[src/rtl/stream_dmux_pkg.sv]
// Shared types and helpers for the stream demultiplexer.
// Optional per-channel packet counters are enabled with STREAM_DMUX_PKT_CNT_EN.
package stream_dmux_pkg;

  typedef enum logic {
    IDLE = 1'b0,
    PKT  = 1'b1
  } state_t;

  localparam int PKT_CNT_W = 16;

  // Select width never drops below one bit, even for a two-channel build.
  function automatic int sel_width(input int n);
    return (n <= 2) ? 1 : $clog2(n);
  endfunction

endpackage

[src/rtl/stream_dmux_if.sv]
// Stream bundle for stream_dmux: one valid/ready input, CHANNELS valid/ready outputs.
// master is the surrounding environment, slave is the demultiplexer.
interface stream_dmux_if
  import stream_dmux_pkg::*;
#(
  parameter int WIDTH    = 8,
  parameter int CHANNELS = 4,
  parameter int SEL_W    = sel_width(CHANNELS)
);

  logic                in_valid;
  logic                in_ready;
  logic [WIDTH-1:0]    in_data;
  logic                in_last;
  logic [SEL_W-1:0]    in_sel;
  logic [CHANNELS-1:0] out_valid;
  logic [CHANNELS-1:0] out_ready;
  logic [WIDTH-1:0]    out_data;
  logic                out_last;
  logic                sel_err;

  modport master (
    output in_valid, in_data, in_last, in_sel, out_ready,
    input  in_ready, out_valid, out_data, out_last, sel_err
  );

  modport slave (
    input  in_valid, in_data, in_last, in_sel, out_ready,
    output in_ready, out_valid, out_data, out_last, sel_err
  );

endinterface

[src/rtl/stream_dmux_hold.sv]
// Single-entry holding register for the demultiplexer output: payload, last flag
// and destination, with a valid/ready handshake toward the selected channel.
module stream_dmux_hold
  import stream_dmux_pkg::*;
#(
  parameter int WIDTH = 8,
  parameter int SEL_W = 2
) (
  input  logic             clk,
  input  logic             rst_n,
  input  logic             i_load,
  input  logic [WIDTH-1:0] i_data,
  input  logic             i_last,
  input  logic [SEL_W-1:0] i_dest,
  input  logic             i_out_ready,
  output logic             o_valid,
  output logic [WIDTH-1:0] o_data,
  output logic             o_last,
  output logic [SEL_W-1:0] o_dest,
  output logic             o_free
);

  logic             r_valid;
  logic [WIDTH-1:0] r_data;
  logic             r_last;
  logic [SEL_W-1:0] r_dest;

  // A load may coincide with the drain of the current beat; the load wins and valid stays set.
  always_ff @(posedge clk or negedge rst_n) begin
    if (!rst_n) begin
      r_valid <= 1'b0;
      r_data  <= '0;
      r_last  <= 1'b0;
      r_dest  <= '0;
    end else if (i_load) begin
      r_valid <= 1'b1;
      r_data  <= i_data;
      r_last  <= i_last;
      r_dest  <= i_dest;
    end else if (r_valid && i_out_ready) begin
      r_valid <= 1'b0;
    end
  end

  assign o_valid = r_valid;
  assign o_data  = r_data;
  assign o_last  = r_last;
  assign o_dest  = r_dest;
  assign o_free  = !r_valid || i_out_ready;

endmodule

[src/rtl/stream_dmux.sv]
// Registered 1-to-CHANNELS packet demultiplexer; destination latched on the head beat.
// Define STREAM_DMUX_PKT_CNT_EN to add per-channel 16-bit completed-packet counters (pkt_cnt).
module stream_dmux
  import stream_dmux_pkg::*;
#(
  parameter int WIDTH    = 8,
  parameter int CHANNELS = 4
) (
  input  logic clk,
  input  logic rst_n,
  stream_dmux_if.slave bus
`ifdef STREAM_DMUX_PKT_CNT_EN
  ,
  output logic [CHANNELS*PKT_CNT_W-1:0] pkt_cnt
`endif
);

  localparam int SEL_W = sel_width(CHANNELS);

  state_t              r_state;
  state_t              w_nextState;
  logic [SEL_W-1:0]    r_dest;
  logic                r_drop;
  logic                r_selErr;
  logic                w_head;
  logic                w_selOor;
  logic                w_drop;
  logic [SEL_W-1:0]    w_dest;
  logic                w_inReady;
  logic                w_accept;
  logic                w_load;
  logic                w_holdValid;
  logic [WIDTH-1:0]    w_holdData;
  logic                w_holdLast;
  logic [SEL_W-1:0]    w_holdDest;
  logic                w_holdFree;
  logic                w_holdRdy;
  logic [CHANNELS-1:0] w_outValid;

  // Head beats route on the live in_sel; body beats reuse the latched destination.
  assign w_head    = (r_state == IDLE);
  assign w_selOor  = (int'(bus.in_sel) >= CHANNELS);
  assign w_drop    = w_head ? w_selOor : r_drop;
  assign w_dest    = w_head ? bus.in_sel : r_dest;
  assign w_holdRdy = |(w_outValid & bus.out_ready);
  assign w_inReady = w_drop || w_holdFree;
  assign w_accept  = bus.in_valid && w_inReady;
  assign w_load    = w_accept && !w_drop;

  always_comb begin
    w_nextState = r_state;
    case (r_state)
      IDLE:    if (w_accept && !bus.in_last) w_nextState = PKT;
      PKT:     if (w_accept && bus.in_last) w_nextState = IDLE;
      default: w_nextState = IDLE;
    endcase
  end

  always_ff @(posedge clk or negedge rst_n) begin
    if (!rst_n) begin
      r_state  <= IDLE;
      r_dest   <= '0;
      r_drop   <= 1'b0;
      r_selErr <= 1'b0;
    end else begin
      r_state  <= w_nextState;
      r_selErr <= w_accept && w_head && w_selOor;
      if (w_accept && w_head) begin
        r_dest <= bus.in_sel;
        r_drop <= w_selOor;
      end
    end
  end

  stream_dmux_hold #(
    .WIDTH (WIDTH),
    .SEL_W (SEL_W)
  ) u_hold (
    .clk         (clk),
    .rst_n       (rst_n),
    .i_load      (w_load),
    .i_data      (bus.in_data),
    .i_last      (bus.in_last),
    .i_dest      (w_dest),
    .i_out_ready (w_holdRdy),
    .o_valid     (w_holdValid),
    .o_data      (w_holdData),
    .o_last      (w_holdLast),
    .o_dest      (w_holdDest),
    .o_free      (w_holdFree)
  );

  always_comb begin
    w_outValid = '0;
    for (int k = 0; k < CHANNELS; k++) begin
      w_outValid[k] = w_holdValid && (w_holdDest == SEL_W'(k));
    end
  end

  assign bus.in_ready  = w_inReady;
  assign bus.out_valid = w_outValid;
  assign bus.out_data  = w_holdData;
  assign bus.out_last  = w_holdLast;
  assign bus.sel_err   = r_selErr;

`ifdef STREAM_DMUX_PKT_CNT_EN
  logic [PKT_CNT_W-1:0] r_pktCnt [CHANNELS];

  // Dropped packets never reach the holding register, so they are never counted.
  always_ff @(posedge clk or negedge rst_n) begin
    if (!rst_n) begin
      for (int k = 0; k < CHANNELS; k++) r_pktCnt[k] <= '0;
    end else begin
      for (int k = 0; k < CHANNELS; k++) begin
        if (w_outValid[k] && bus.out_ready[k] && w_holdLast) begin
          r_pktCnt[k] <= r_pktCnt[k] + PKT_CNT_W'(1);
        end
      end
    end
  end

  always_comb begin
    pkt_cnt = '0;
    for (int k = 0; k < CHANNELS; k++) begin
      pkt_cnt[k*PKT_CNT_W +: PKT_CNT_W] = r_pktCnt[k];
    end
  end
`else
  // Counter-free build: no pkt_cnt port and no counter state.
`endif

endmodule

[src/flat_wrapper.sv]
// flat-port wrapper written by rule: the top's interface ports become plain ports
module stream_dmux_flat import stream_dmux_pkg::*;
#(
  parameter int WIDTH    = 8,
  parameter int CHANNELS = 4
)
  (clk, rst_n, bus_in_valid, bus_in_data, bus_in_last, bus_in_sel, bus_out_ready, bus_in_ready, bus_out_valid, bus_out_data, bus_out_last, bus_sel_err);
  stream_dmux_if #(.WIDTH(WIDTH), .CHANNELS(CHANNELS)) bus_i ();
  input  logic clk;
  input  logic rst_n;
  input wire logic [$bits(bus_i.in_valid)-1:0] bus_in_valid;
  input wire logic [$bits(bus_i.in_data)-1:0] bus_in_data;
  input wire logic [$bits(bus_i.in_last)-1:0] bus_in_last;
  input wire logic [$bits(bus_i.in_sel)-1:0] bus_in_sel;
  input wire logic [$bits(bus_i.out_ready)-1:0] bus_out_ready;
  output wire logic [$bits(bus_i.in_ready)-1:0] bus_in_ready;
  output wire logic [$bits(bus_i.out_valid)-1:0] bus_out_valid;
  output wire logic [$bits(bus_i.out_data)-1:0] bus_out_data;
  output wire logic [$bits(bus_i.out_last)-1:0] bus_out_last;
  output wire logic [$bits(bus_i.sel_err)-1:0] bus_sel_err;
  assign bus_i.in_valid = bus_in_valid;
  assign bus_i.in_data = bus_in_data;
  assign bus_i.in_last = bus_in_last;
  assign bus_i.in_sel = bus_in_sel;
  assign bus_i.out_ready = bus_out_ready;
  assign bus_in_ready = bus_i.in_ready;
  assign bus_out_valid = bus_i.out_valid;
  assign bus_out_data = bus_i.out_data;
  assign bus_out_last = bus_i.out_last;
  assign bus_sel_err = bus_i.sel_err;
  stream_dmux #(.WIDTH(WIDTH), .CHANNELS(CHANNELS)) u_core (.clk(clk), .rst_n(rst_n), .bus(bus_i));
endmodule
[config.mk]
export PLATFORM = sky130hd
export DESIGN_NAME = stream_dmux_flat
export DESIGN_NICKNAME = d
export VERILOG_FILES = /design/src/rtl/stream_dmux_pkg.sv /design/src/rtl/stream_dmux_if.sv /design/src/rtl/stream_dmux_hold.sv /design/src/rtl/stream_dmux.sv /design/src/flat_wrapper.sv
export SDC_FILE = /design/constraint.sdc
export NUM_CORES = 1
export LEC_CHECK = 0
export CORE_MARGIN = 10
export CORE_UTILIZATION = 40
export CTS_BUF_LIST = sky130_fd_sc_hd__clkbuf_8
export DETAILED_ROUTE_END_ITERATION = 10
export DONT_BUFFER_PORTS = 1
export GPL_TIMING_DRIVEN = 0
export MAX_ROUTING_LAYER = met4
export PLACE_DENSITY = 0.6
export SYNTH_ARGS = -nofsm -noshare
export SYNTH_HDL_FRONTEND = slang
export SYNTH_SLANG_ARGS = --single-unit
[constraint.sdc]
create_clock -name clk -period 1.45 [get_ports clk]
set_input_delay 0.3625 -clock clk [delete_from_list [all_inputs] [get_ports clk]]
set_output_delay 0.3625 -clock clk [all_outputs]
set_load 0.02 [all_outputs]
==> impl_metrics.ini <==
[setup_path]
r2r_start = u_core.u_hold.o_dest[0]
worstPathCellList = mux2i_2, a221o_2, buf_12, mux2_4
r2r-end = u_core.u_hold.o_data[5]
crit_path_end_kind = flop
crit_end = u_core.u_hold.o_data[5]
path_class = reg -> reg
cp.buffers_inverters = 1
crit_family = multiplexers
arrival_ns = 1.73
timing.critical_path.slowest_cell_delay_ns = 0.44
cpMaxStageDelayCell = dfrtp_2
critPathLaunch = u_core.u_hold.o_dest[0]
cp.depth = 4
r2r_slack_ns = -0.16
critPathLaunchType = flop
cp.required_ns = 1.57
worstRegToRegCells = 4
cp_max_fo = 10

[timing]
clock_skew_ns = 0.00168
tightest_slew_ns = 0.644
max_freq_mhz = 622
min_period_ns = 1.61
worst_slack_ns = -0.158
setup_viol = 16
timing.slew.headroom = 0.569
rsz0062_at_grt = true
finalCritPeriodShare = 1.11
hold_viol = 0
slew_viol_final = 0

[pwr]
vdd_drop_max_v = 0.00106
power_per_cell_area_nw_per_um2 = 2430
p_leak_uw = 0.000408
p_sw_frac = 0.363
power_frac_clock = 0.149
switchingPower_uw = 762
p_seq_frac = 0.448
p_comb_frac = 0.403
intPower_uw = 1330

[grt]
overflow = 0
global_route.usage.met1 = 0.0709
met3_usage = 0.0466
grt_pass1_wl_um = 2170
antenna_found_initial = 0
grt_pass1_vias = 438
grtUsageTotal = 0.0693
grt-busiest-layer = met2
use_met2 = 0.112
grt_max_degree = 16

[cells_and_area]
syn2layout_area_growth_pct = 19.2
fillers = 160
layout.nets = 76
final_core_util = 0.499
drive_above_1_share = 0.596
final_area_um2 = 862
diodes = 0

[route]
ant_nets = 0
dr.pass1.iters = 4
num_vias = 395
drc_errors = 0
wire_per_inst_um = 16.8
drt_iter0_markers = 3
avgViaCountPerCell = 4.82
wl_um = 1380

[yosys]
ys_top_cells_by_count = dfrtp_1 (15), mux2_4 (9), mux2_2 (6), and2b_2 (3), mux2i_1 (3)
synthFlopType = dfrtp_1
async_flop_share = 1.00
yosysTopAreaCellShare = 0.519
yosysSeqAreaShare = 0.519
avgSynthCellArea_um2 = 14.8
yosys.area_share.adder = 0
yosys.area_share.simple = 0.0796
yosys_warnings = 0
synth_edf_count = 0
synth_mux_area_frac = 0.322
ys_types = 17
synth_top_family_by_area = multiplexers
syn-num-nets = 67
synth_xor_area_frac = 0
synth_most_common_cell = dfrtp_1
syn_area_um2 = 723
synth_compound_area_frac = 0.0381
yosys.area.top_type = dfrtp_1
ys_top_cells_by_area = dfrtp_1 (52%), mux2_4 (19%), mux2_2 (9.3%)
ys_seq_elements = 15
synthCells = 49

[floorplanning]
ios = 33
die_width_um = 62.5
rows = 15
die_area_um2 = 3910
initial_core_util = 0.419
die_h_um = 62.5
core-area_um2 = 1730

[placement]
place.gp.congestion = 0.651
portBuffers = 0
hpwl_um = 1040
place_area_um2 = 754

[min_path]
hold_class = in -> reg

[clock_network]
clk_pin_slew_ns = 0.06
numCtsBuffers = 3
htree_levels = 1
cts-root-buf = clkbuf_8
clk_path_buf_depth = 2
cts.sinks = 15
cts_tree = built
clk_latency_ns = 0.24

[status]
failed_checks = negative setup slack
outcome = finished, violations left

[job]
maxCapViolCount = 0
-- cells in the final DEF (no fill, tap or decap), drive strengths merged, types with 2 or more instances in the layout --
master / n
and2b: 3
mux2i: 3
and2: 2
dfrtp: 15
mux2: 15
inv: 3
buf: 5
clkbuf: 3
-- cell type report --
class,count,area [um^2],share of cell area
Sequential cell,15,377,0.437
Tap cell,25,31.3,0.0363
Inverter,2,7.51,0.00871
Clock buffer,3,41.3,0.0479
Clock inverter,1,3.75,0.00435
Multi-Input combinational cell,30,338,0.392
Timing Repair Buffer,4,36.3,0.0421
Buffer,2,27.5,0.0319
-- timing repair --
item / in CTS / in global routing
pin swaps: 3 / 1
hold endpoints to repair: 15 / 0
resized for setup: 5 / 4
buffers inserted: 2 / 1
hold buffers: 1 / 0
endpoints found under the setup margin: 17 / 19
-- registers in the layout, summed over array words and instances, names as in the netlist, named ones only --
signal                 count
u_core.u_hold.o_dest       2
u_core.u_hold.o_data       8
u_core.u_hold.o_last       1
u_core.r_dest              2
u_core.u_hold.o_valid      1
-- power by group through the flow --
stage	registers [uW]	clock network, uW	logic (uW)
floorplan	901	0	641
global placement	950	0	699
detailed placement	952	0	708
CTS	943	327	806
global route	965	347	916
finish	940	312	845
-- through the flow --
step	instances	setup WS (ns)	hold slack [ns]	total power, uW	setup TNS [ns]
floorplan	49	-0.0818	0.0669	1540	-0.736
global placement	74	-0.179	0.0674	1650	-1.85
detailed placement	74	-0.200	0.0674	1660	-2.23
CTS	81	-0.154	0.213	2080	-1.98
global route	82	-0.207	0.217	2230	-2.85
finish	82	-0.158	0.214	2100	-1.97
-- kinds of logic (layout without fill, tap and decap cells) --
| group | Yosys count | after routing |
|---|---|---|
| mux | 18 | 18 |
| flops | 15 | 15 |
| simple gates | 8 | 8 |
| buf+inv | 4 | 12 |
| compound gates | 3 | 3 |
| other cells | 1 | 1 |
-- routing by layer --
metal,vias to the layer above,share of wire
met1,194,0.40
met4,0,0
met3,0,0.096
met5,-,0
li1,185,-
met2,16,0.51
-- how the worst min path moves through the flow --
stage / cells past startpoint / from / slack (ns) / to
after floorplan: 0 / rst_n / 0.07 / asynchronous set/reset pin
after global placement: 0 / rst_n / 0.07 / u_core.u_hold.o_data[3]
after detailed placement: 0 / rst_n / 0.07 / u_core.u_hold.o_data[3]
after CTS: 1 / bus_in_last / 0.21 / flop
after global routing: 1 / bus_in_last / 0.22 / flop
final: 1 / bus_in_last / 0.21 / flop
(Power assumes the default switching activity.)
